File: src/rtl/svn_seg_scan.sv
// 3-digit multiplexed 7-segment driver: double-buffered 12-bit value, BLANK gap before each digit.
// Outputs lag the scan FSM by one cycle; value_rdy_o stays low while the shadow holds data not yet promoted at a frame boundary.
module svn_seg_scan #(
    parameter int   CLK_IN_MHZ   = 125,
    parameter int   REFRESH_HZ   = 1000,
    parameter int   BLANK_CYCLES = 64,
    parameter logic LED_POLARITY = 1'b0,
    parameter logic SEL_POLARITY = 1'b0
) (
    input  logic        clk_i,
    input  logic        rst_i,
    input  logic [11:0] value_i,
    input  logic [2:0]  dp_i,
    input  logic        value_vld_i,
    output logic        value_rdy_o,
    input  logic        lzs_en_i,
    output logic [7:0]  display_o,
    output logic [2:0]  seg_sel_o,
    output logic        frame_o
);

    localparam int DIGIT_CYC = (CLK_IN_MHZ * 1_000_000) / (REFRESH_HZ * 3);
`ifdef SIM
    localparam bit SIM_TIMING = 1'b1;
`else
    localparam bit SIM_TIMING = 1'b0;
`endif
    localparam int BLANK_C = SIM_TIMING ? 1 : BLANK_CYCLES;
    localparam int SHOW_C  = SIM_TIMING ? 4 : DIGIT_CYC - BLANK_CYCLES;
    localparam int MAX_C   = (BLANK_C > SHOW_C) ? BLANK_C : SHOW_C;
    localparam int TW      = $clog2(MAX_C + 1);

    localparam logic [TW-1:0] BLANK_LAST = TW'(BLANK_C - 1);
    localparam logic [TW-1:0] SHOW_LAST  = TW'(SHOW_C - 1);
    localparam logic [7:0]    SEG_OFF    = LED_POLARITY ? 8'h00 : 8'hFF;
    localparam logic [2:0]    SEL_OFF    = SEL_POLARITY ? 3'b000 : 3'b111;

    typedef enum logic {ST_BLANK, ST_SHOW} state_t;

    state_t        state, state_nxt;
    logic [1:0]    idx, idx_nxt;
    logic [TW-1:0] timer, timer_nxt;
    logic          boundary;

    logic [11:0]   sh_val, act_val;
    logic [2:0]    sh_dp, act_dp;
    logic          sh_full;

    logic [3:0]    nib;
    logic          dp_bit;
    logic          lz_blank;
    logic [6:0]    seg;
    logic [2:0]    onehot;
    logic [7:0]    display_nxt;
    logic [2:0]    seg_sel_nxt;

    function automatic logic [6:0] hex7(input logic [3:0] n);
        case (n)
            4'h0: hex7 = 7'h3F;
            4'h1: hex7 = 7'h06;
            4'h2: hex7 = 7'h5B;
            4'h3: hex7 = 7'h4F;
            4'h4: hex7 = 7'h66;
            4'h5: hex7 = 7'h6D;
            4'h6: hex7 = 7'h7D;
            4'h7: hex7 = 7'h07;
            4'h8: hex7 = 7'h7F;
            4'h9: hex7 = 7'h6F;
            4'hA: hex7 = 7'h77;
            4'hB: hex7 = 7'h7C;
            4'hC: hex7 = 7'h39;
            4'hD: hex7 = 7'h5E;
            4'hE: hex7 = 7'h79;
            default: hex7 = 7'h71;
        endcase
    endfunction

    always_ff @(posedge clk_i or posedge rst_i) begin
        if (rst_i) begin
            state <= ST_BLANK;
            idx   <= 2'd0;
            timer <= '0;
        end else begin
            state <= state_nxt;
            idx   <= idx_nxt;
            timer <= timer_nxt;
        end
    end

    always_comb begin
        state_nxt = state;
        idx_nxt   = idx;
        timer_nxt = timer + TW'(1);
        case (state)
            ST_BLANK: begin
                if (timer == BLANK_LAST) begin
                    state_nxt = ST_SHOW;
                    timer_nxt = '0;
                end
            end
            default: begin
                if (timer == SHOW_LAST) begin
                    state_nxt = ST_BLANK;
                    timer_nxt = '0;
                    idx_nxt   = (idx == 2'd2) ? 2'd0 : idx + 2'd1;
                end
            end
        endcase
    end

    assign boundary = (state == ST_SHOW) && (idx == 2'd2) && (timer == SHOW_LAST);
    assign frame_o  = boundary;

    // Promotion only at the boundary keeps every frame on a single value; a capture
    // on that same edge lands in the shadow and waits for the next boundary.
    always_ff @(posedge clk_i or posedge rst_i) begin
        if (rst_i) begin
            sh_val  <= '0;
            sh_dp   <= '0;
            sh_full <= 1'b0;
            act_val <= '0;
            act_dp  <= '0;
        end else begin
            if (boundary && sh_full) begin
                act_val <= sh_val;
                act_dp  <= sh_dp;
            end
            if (value_vld_i && !sh_full) begin
                sh_val  <= value_i;
                sh_dp   <= dp_i;
                sh_full <= 1'b1;
            end else if (boundary) begin
                sh_full <= 1'b0;
            end
        end
    end

    assign value_rdy_o = ~sh_full;

    always_comb begin
        nib         = act_val[3:0];
        dp_bit      = act_dp[0];
        lz_blank    = 1'b0;
        case (idx)
            2'd0: begin
                nib    = act_val[3:0];
                dp_bit = act_dp[0];
            end
            2'd1: begin
                nib      = act_val[7:4];
                dp_bit   = act_dp[1];
                lz_blank = lzs_en_i && (act_val[11:4] == 8'h00);
            end
            default: begin
                nib      = act_val[11:8];
                dp_bit   = act_dp[2];
                lz_blank = lzs_en_i && (act_val[11:8] == 4'h0);
            end
        endcase
        seg         = lz_blank ? 7'h00 : hex7(nib);
        onehot      = 3'b001 << idx;
        display_nxt = SEG_OFF;
        seg_sel_nxt = SEL_OFF;
        if (state == ST_SHOW) begin
            display_nxt = LED_POLARITY ? {dp_bit, seg} : ~{dp_bit, seg};
            seg_sel_nxt = SEL_POLARITY ? onehot : ~onehot;
        end
    end

    always_ff @(posedge clk_i or posedge rst_i) begin
        if (rst_i) begin
            display_o <= SEG_OFF;
            seg_sel_o <= SEL_OFF;
        end else begin
            display_o <= display_nxt;
            seg_sel_o <= seg_sel_nxt;
        end
    end

endmodule
File: config.mk
export PLATFORM = sky130hd
export DESIGN_NAME = svn_seg_scan
export DESIGN_NICKNAME = d
export VERILOG_FILES = /design/src/rtl/svn_seg_scan.sv
export SDC_FILE = /design/constraint.sdc
export NUM_CORES = 1
export LEC_CHECK = 0
export ABC_AREA = 1
export BUFFER_PORTS_ARGS = -buffer_cell sky130_fd_sc_hd__buf_2
export CORE_AREA = 8 8 93 95
export CTS_BUF_LIST = sky130_fd_sc_hd__clkbuf_4
export DETAILED_ROUTE_END_ITERATION = 12
export DIE_AREA = 0 0 101 103
export PLACE_DENSITY = 0.66
export RECOVER_POWER = 50
export SYNTH_ARGS = -nofsm -noshare
export SYNTH_HDL_FRONTEND = slang
export SYNTH_SLANG_ARGS = --single-unit
File: constraint.sdc
create_clock -name clk_i -period 6 [get_ports clk_i]
set_clock_uncertainty 0.15 [all_clocks]
set_input_delay 1.2 -clock clk_i [delete_from_list [all_inputs] [get_ports clk_i]]
set_output_delay 1.2 -clock clk_i [all_outputs]
set_load 0.02 [all_outputs]
# Word level (Yosys, flattened, before mapping)
# Memory sizes are Yosys's and may differ from the RTL's.
# Cells that the tools add are included.
[classes]
n_addsub = 2
n_eq_ne = 4
shift = 1
n_mux = 15
bitwise_logic = 3
reduce_logical = 12
[ops]
columns = ["operator", "count"]
rows = [
  ["$mux W16", 3],
  ["$add A16 B1 Y16 const B", 1],
  ["$eq A16 B16 Y1 const B", 1],
  ["$eq A16 B6 Y1 const B", 1],
  ["$logic_not A8 Y1", 1],
  ["$mux W8", 1],
  ["$not A8 Y8", 1],
  ["$pmux W4 S2", 1],
  ["$mux W7", 1],
  ["$logic_and A1 B1 Y1", 6],
  ["$mux W1", 5],
  ["$logic_not A4 Y1", 1],
  ["$pmux W1 S2", 2],
  ["$mux W3", 1],
  ["$not A3 Y3", 1],
  ["$shl A1 B2 Y3 const A", 1],
  ["$add A2 B1 Y2 const B", 1],
  ["$eq A2 B1 Y1 const B", 1],
  ["$eq A2 B2 Y1 const B", 1],
  ["$logic_not A2 Y1", 1],
  ["$mux W2", 1],
  ["$reduce_and A2 Y1", 1],
  ["$reduce_bool A2 Y1", 1],
  ["$logic_not A1 Y1", 1],
  ["$not A1 Y1", 1],
]
[word_totals]
regBits = 61
rom_bits = 112
out_inout_bits = 13
n_memories = 1
[mem_list]
columns = ["name", "depth", "word_bits", "rd", "rd_clocked_by_memory_dff", "wr", "line", "text"]
rows = [
  ["(no name shown)", 16, 7, 1, 0, 0, "58", "case (n)"],
]

# Longest topological paths before layout
# Gate-level depths: netlist of the first run.
[logic_depth]
ltp_word = 6
mapped_depth = 10
depth_no_buf = 9

# Least setup slack after synthesis of the first run
# Ideal clock, no wire load.
[synth_timing]
path_kind = "register to output"
start = "register timer[1]"
end = "output port frame_o"
arrival_ps = 1177
setup_slack_ps = 3473
path_stages_with_launch = 7
path_cell_list = "dfrtp_1 > inv_1 > ha_1 > nand3_2 > nor2_4 > nand2_1 > nor2_1"
[synth_via]
elab_chain_len = 2
[synth_rtl]
columns = ["element", "line", "text"]
rows = [
  ["start, declared", "42", "logic [TW-1:0] timer, timer_nxt;"],
  ["start signal, assigned", "86", "timer <= timer_nxt;"],
  ["$eq A16 B16 Y1", "111", "assign boundary = (state == ST_SHOW) && (idx == 2'd2) && (timer == SHOW_LAST);"],
  ["$logic_and A1 B1 Y1", "111", ""],
  ["end, declared", "19", "output logic frame_o"],
]
# Every way passes these cells.

==> out/qor.csv, run 1 <==
stage,metric,value,unit
outcome,status,"finished, violations left",
outcome,failing checks,"max-capacitance violations, max-slew violations",
clocking,hold_buf cts,0,
routing,final wirelength,5981,µm
power_and_ir_drop,Tot Pwr,747.4,µW
clocking,Clock Latency Late Sink,0.40,ns
synthesis,synthesized instance count,351,
floorplanning,area of the die,0.01040,mm²
power_and_ir_drop,peak supply drop,0.0001247,V
global_route,first-pass GRT wire length,10250,µm
global_route,grt met2 use,17.88,%
routing,drt wl/cell,12.28,µm
finish,Final nets,409,
global_route,GRT Max-Usage Layer,met2,
floorplanning,DIE HEIGHT,103,µm
floorplanning,Initial Util,44.44,%
setup_path,startpoint types,input port,
synthesis,Mapped Area,0.003172,mm²
timing,Slew HR,-113.2,%
clocking,Root Driver,clkbuf_4,
synthesis,register bit count reported by yosys,61,
synthesis,"Top FF cell, synth",dfrtp_1,
setup_path,CP bufs+invs,3,
synthesis,Post-synth top cells,"50 x dfrtp_1, 46 x nand2_1, 44 x nor2_1",
run,max cap viols,1,
synthesis,sequential area share after synthesis,48.56,%
synthesis,most frequent cell after synthesis,dfrtp_1,
clocking,clk slew on worst S/H paths,0.11,ns
clocking,H-tree levels,3,
placement,port bufs,31,
timing,final hold vios,0,
timing,hold slack,0.3436,ns
timing,Worst-Margin Slew,3.198,ns
global_route,largest net degree at the start of global routing,62,
routing,vias per std cell,4.739,
placement,DP Area,0.003354,mm²
routing,ANT nets after route,0,
finish,layout cells sized above 1,29.64,%
setup_path,register-to-register setup slack,3.84,ns
floorplanning,Site Rows,31,
setup_path,Arrival @ worst endpoint,3.60,ns
clocking,post_cts resized,0,
floorplanning,Chip Width,101,µm
routing,# DRC,0,
min_path,worst hold path type,flip-flop to flip-flop,
timing,maximum clock rate,0.2533,GHz
floorplanning,I/O pin cnt,32,
synthesis,warnings from Yosys,0,
synthesis,largest area contributor in the netlist,dfrtp_1,
timing,unrepaired setup endpoints after global routing,no,
global_route,vias in the first global route,2199,
finish,"Cell Count, Final, Fillers Out",487,
synthesis,post-synth cell types,33,
timing,Final Slew Violations,62,
setup_path,critical path's top delay family,buffers and inverters,
global_route,all-layer global routing usage,12.53,%
synthesis,Yosys top cell area share,39.45,%
global_route,global route overflow,0,
clocking,Num Clock Sinks,61,
global_route,initial antenna violation count,0,
setup_path,WP data required,5.65,ns
global_route,M3 GR Usage,2.701,%
synthesis,number of synthesized flops with an enable pin,0,
timing,setup TNS,0,ns
setup_path,Crit. End Element,async pin,
finish,Synth-to-Final Area Change,8.363,%
synthesis,ys async rst share,100.0,%
placement,routability cong.,0.8907,
synthesis,Avg Inst Size Synth,9.036,µm²
clocking,CTS tree,done,
placement,Post-Place Cells,471,
setup_path,worst setup path category,input port to async pin,
floorplanning,total core area,0.007137,mm²
setup_path,CP max stage cell,clkbuf_1,
synthesis,Mapped Nets,377,
timing,Final Cycle Share,65.80,%
clocking,Clock Path Buffers,2,
finish,count of antenna diodes in the layout,0,
power_and_ir_drop,Pleak,1.568,nW
setup_path,critical-path maximum fanout,61,
timing,minimum clock period,3.948,ns
timing,# setup viols final,0,
routing,drt pass-1 iters,4,
clocking,CTS buffer count,9,
power_and_ir_drop,pwr dens,217.5,mW/mm²
clocking,Post-CTS Setup Inserts,0,
routing,vias,2308,
synthesis,synth top area cells,"dfrtp_1 39%, dfstp_2 9.1%, nand2_1 5.4%, nor2_1 5.2%, inv_1 4.9%",
setup_path,CP cell instances,buf_2 -> inv_1 -> clkbuf_1,
finish,finished layout cell area,0.003437,mm²
routing,drt initial violations,104,
setup_path,max incr delay on CP,2.26,ns
global_route,met1 GRT Util,17.22,%
placement,detailed placement HPWL,4374,µm
-- through the flow --
stage	util (%)	setup slack, ns
floorplan	-	3.155
global placement	47.00	3.354
detailed placement	47.00	3.322
CTS	49.02	2.850
global route	48.16	1.381
finish	48.16	2.052
-- state kept, by name, summed over array words and instances (netlist names) --
| signal | flops |
|---|---|
| idx | 2 |
| sh_full | 1 |
| act_dp | 3 |
| seg_sel_o | 3 |
| act_val | 12 |
| state | 1 |
| timer | 16 |
| sh_val | 12 |
| display_o | 8 |
| sh_dp | 3 |
-- logic make-up (layout without fill, tap and decap cells) --
logic type                 count (synthesis)  count (layout)  synth area share (%)
and+or+nand+nor                          167             167                 27.57
xor gates and xnor gates                   8               8                 2.209
DFF                                       61              61                 48.56
buffers and inverters                     60              97                 9.310
AOI/OAI and AO/OA                         48              48                 9.586
adders and majority gates                  7               7                 2.761
-- layout make-up --
cell class / instances / area, µm²
Sequential cell: 61 / 1540
Multi-Input combinational cell: 230 / 1279
Tap cell: 99 / 123.9
Inverter: 49 / 191.4
Fill cell: 738 / 3700
Clock buffer: 9 / 67.56
Timing Repair Buffer: 32 / 158.9
Clock inverter: 7 / 76.32
-- metal layers --
layer	up-vias	part of all wire (%)	wire, µm
met3	11	5.0	297
met1	1059	50	3019
met5	-	0	0
li1	1175	-	-
met2	63	43	2543
met4	0	2.0	121
-- final timing paths --
kind,start,end,depth (start not counted)
worst max-delay path,rst_i,sh_dp[0]$_DFFE_PP0P_,3
worst min-delay path,act_dp[1]$_DFFE_PP0P_,display_o[7]$_DFF_PP1_,1
worst max register to register,idx[1]$_DFFE_PP0P_,display_o[3]$_DFF_PP1_,9
worst min register to register,act_dp[1]$_DFFE_PP0P_,display_o[7]$_DFF_PP1_,1
max in group clk_i,state$_DFF_PP0_,frame_o,5
min in group asynchronous,rst_i,act_val[9]$_DFFE_PP0P_,3
-- cells in the final DEF (no fill, tap or decap), drive strengths merged --
cell type / count
buf: 31
o21ai: 25
nand4: 7
o22ai: 1
xor2: 3
inv: 49
clkinv: 4
bufinv: 1
dfrtp: 50
dfstp: 11
a31oi: 1
nand3b: 2
clkinvlp: 2
nand2: 66
o21a: 1
ha: 7
xnor2: 5
o21bai: 1
clkbuf: 10
nor2: 58
nand3: 31
nor3: 3
a21oi: 19
-- power by group --
| group | internal [mW] | switching [mW] |
|---|---|---|
| Combinational | 0.00954 | 0.0214 |
| Clock | 0.128 | 0.163 |
| Sequential | 0.423 | 0.00284 |
No activity file was read; power rests on OpenSTA's default activity.
==> run 2: changes to the inputs <==
==> constraint.sdc (replaced) <==
create_clock -name clk_i -period 3.7 [get_ports clk_i]
set_clock_uncertainty 0.15 [all_clocks]
set_input_delay 0.74 -clock clk_i [delete_from_list [all_inputs] [get_ports clk_i]]
set_output_delay 0.74 -clock clk_i [all_outputs]
set_load 0.02 [all_outputs]
==> out/qor.csv, run 2 (same netlist as run 1, synthesis figures left out) <==
stage,metric,value,unit,change
power_and_ir_drop,switching power total,300.3,µW,+61%
global_route,M3 GR Usage,3.038,%,+0.34 points
clocking,Root Driver,clkbuf_4,,
setup_path,Arrival @ worst endpoint,1.82,ns,-1.78 ns
timing,setup TNS,0,ns,unchanged
setup_path,critical path's top delay family,flip-flops,,
finish,"commonest non-fill, non-tap cells in the layout","50 x dfrtp_1, 49 x nor2_1, 46 x nand2_1",,
timing,unrepaired setup endpoints after global routing,no,,
global_route,all-layer global routing usage,12.65,%,+0.13 points
setup_path,Crit. End Element,output pin,,
min_path,worst hold path type,flip-flop to flip-flop,,
floorplanning,area of the die,0.01040,mm²,unchanged
routing,vias per std cell,4.679,,-1.3%
floorplanning,total core area,0.007137,mm²,unchanged
timing,minimum clock period,2.711,ns,
global_route,initial antenna violation count,1,,+1
clocking,clk slew on worst S/H paths,0.11,ns,about the same
placement,port bufs,31,,unchanged
power_and_ir_drop,Pint,1.051,mW,+88%
setup_path,worst setup path category,flip-flop to output pin,,
global_route,vias in the first global route,2228,,+1.3%
placement,DP Area,0.003362,mm²,+0.22%
power_and_ir_drop,Sw Share,22.22,%,-2.8 points
routing,# DRC,0,,unchanged
finish,finished layout cell area,0.003496,mm²,+1.7%
global_route,GRT Max-Usage Layer,met2,,
timing,Final Cycle Share,73.26,%,
global_route,met1 GRT Util,16.47,%,-0.75 points
setup_path,CP max stage cell,dfrtp_1,,
power_and_ir_drop,pwr dens,386.6,mW/mm²,+78%
power_and_ir_drop,Comb pwr share,3.8,%,-0.3 points
routing,drt initial violations,117,,+13%
outcome,failing checks,max-capacitance violations,,
finish,Top Registers,"timer x16, act_val x12, sh_val x12",,
floorplanning,I/O pin cnt,32,,unchanged
setup_path,CP cell instances,inv_4 -> nor3_1 -> inv_1 -> nor2_1 -> buf_2,,
power_and_ir_drop,Clock Power Share,45.1,%,+6.2 points
run,max cap viols,1,,unchanged
floorplanning,DIE HEIGHT,103,µm,unchanged
routing,drt wl/cell,12.43,µm,+1.2%
timing,maximum clock rate,0.3689,GHz,
floorplanning,Initial Util,44.44,%,unchanged
timing,# setup viols final,0,,unchanged
timing,final hold vios,0,,unchanged
clocking,Clock Path Buffers,2,,unchanged
finish,Synth-to-Final Area Change,10.22,%,
floorplanning,Site Rows,31,,unchanged
clocking,post_cts resized,0,,unchanged
placement,routability cong.,0.8781,,-1.4%
finish,"commonest non-fill, non-tap cell in the layout",dfrtp_1,,
power_and_ir_drop,Reg power frac,51.1,%,-5.9 points
global_route,global route overflow,0,,unchanged
timing,Final Slew Violations,0,,-100%
routing,drt pass-1 iters,4,,unchanged
global_route,largest net degree at the start of global routing,39,,-37%
timing,Worst-Margin Slew,1.474,ns,-1.724 ns
finish,Largest Register,timer,,
global_route,grt met2 use,18.95,%,+1.1 points
routing,vias,2288,,-0.87%
routing,ANT nets after route,0,,unchanged
clocking,Clock Latency Late Sink,0.41,ns,about the same
setup_path,critical-path maximum fanout,8,,-87%
global_route,first-pass GRT wire length,10280,µm,+0.34%
floorplanning,Chip Width,101,µm,unchanged
setup_path,CP bufs+invs,3,,unchanged
clocking,Num Clock Sinks,61,,unchanged
routing,final wirelength,6076,µm,+1.6%
setup_path,WP data required,2.81,ns,-2.84 ns
clocking,H-tree levels,3,,unchanged
finish,layout cells sized above 1,30.08,%,+0.44 points
finish,Final nets,410,,+0.24%
timing,hold slack,0.3453,ns,+0.001741 ns
setup_path,max incr delay on CP,0.53,ns,-1.73 ns
clocking,CTS buffer count,9,,unchanged
clocking,hold_buf cts,0,,unchanged
placement,detailed placement HPWL,4442,µm,+1.5%
setup_path,startpoint types,flip-flop,,
power_and_ir_drop,Pleak,1.593,nW,+1.6%
clocking,CTS tree,done,,
outcome,status,"finished, violations left",,
clocking,Post-CTS Setup Inserts,0,,unchanged
timing,Slew HR,1.646,%,+110 points
finish,max reg flops,16,,unchanged
power_and_ir_drop,peak supply drop,0.0001934,V,+55%
-- run 2: final cells by class --
class | count | area, µm²
Timing Repair Buffer | 33 | 162.7
Fill cell | 730 | 3641
Tap cell | 99 | 123.9
Antenna cell | 1 | 2.502
Inverter | 49 | 191.4
Clock buffer | 10 | 75.07
Multi-Input combinational cell | 230 | 1289
Clock inverter | 6 | 111.4
Sequential cell | 61 | 1540
-- run 2: per-layer routing --
metal / up-vias / part of all wire (%)
li1: 1180 / -
met3: 10 / 5.3
met4: 0 / 2.3
met1: 1036 / 50
met5: - / 0
met2: 62 / 43
-- run 2: power by group through the flow --
stage               sequential, mW  combinational [mW]  clock (mW)
global route                 0.693              0.0603       0.648
global placement             0.702              0.0516           0
floorplan                    0.702              0.0328           0
CTS                          0.691              0.0543       0.620
detailed placement           0.704              0.0541           0
finish                       0.691              0.0509       0.610
-- run 2: final timing paths --
| path | startpoint | end | slack, ns | depth (start not counted) |
|---|---|---|---|---|
| setup / recovery | state$_DFF_PP0_ | frame_o | 0.99 | 5 |
| hold reg to reg | timer[0]$_DFF_PP0_ | timer[0]$_DFF_PP0_ | 0.35 | 1 |
| setup reg to reg | idx[1]$_DFFE_PP0P_ | display_o[3]$_DFF_PP1_ | 1.45 | 9 |
| min in group asynchronous | rst_i | timer[12]$_DFF_PP0_ | 0.60 | 2 |
| hold / removal | timer[0]$_DFF_PP0_ | timer[0]$_DFF_PP0_ | 0.35 | 1 |
| max in group asynchronous | rst_i | act_val[1]$_DFFE_PP0P_ | 1.59 | 3 |
-- run 2: through the flow --
| stage | instances | worst slack (ns) | util (%) | power [mW] |
|---|---|---|---|---|
| 4_1_cts | 488 | 1.016 | 49.72 | 1.365 |
| 5_1_grt | 489 | 0.8595 | 48.98 | 1.401 |
| 6_report | 489 | 0.9895 | 48.98 | 1.352 |
| 3_3_place_gp | 472 | 1.517 | 47.11 | 0.7538 |
| 2_1_floorplan | 351 | 1.315 | - | 0.7347 |
| 3_5_place_dp | 472 | 1.475 | 47.11 | 0.7576 |
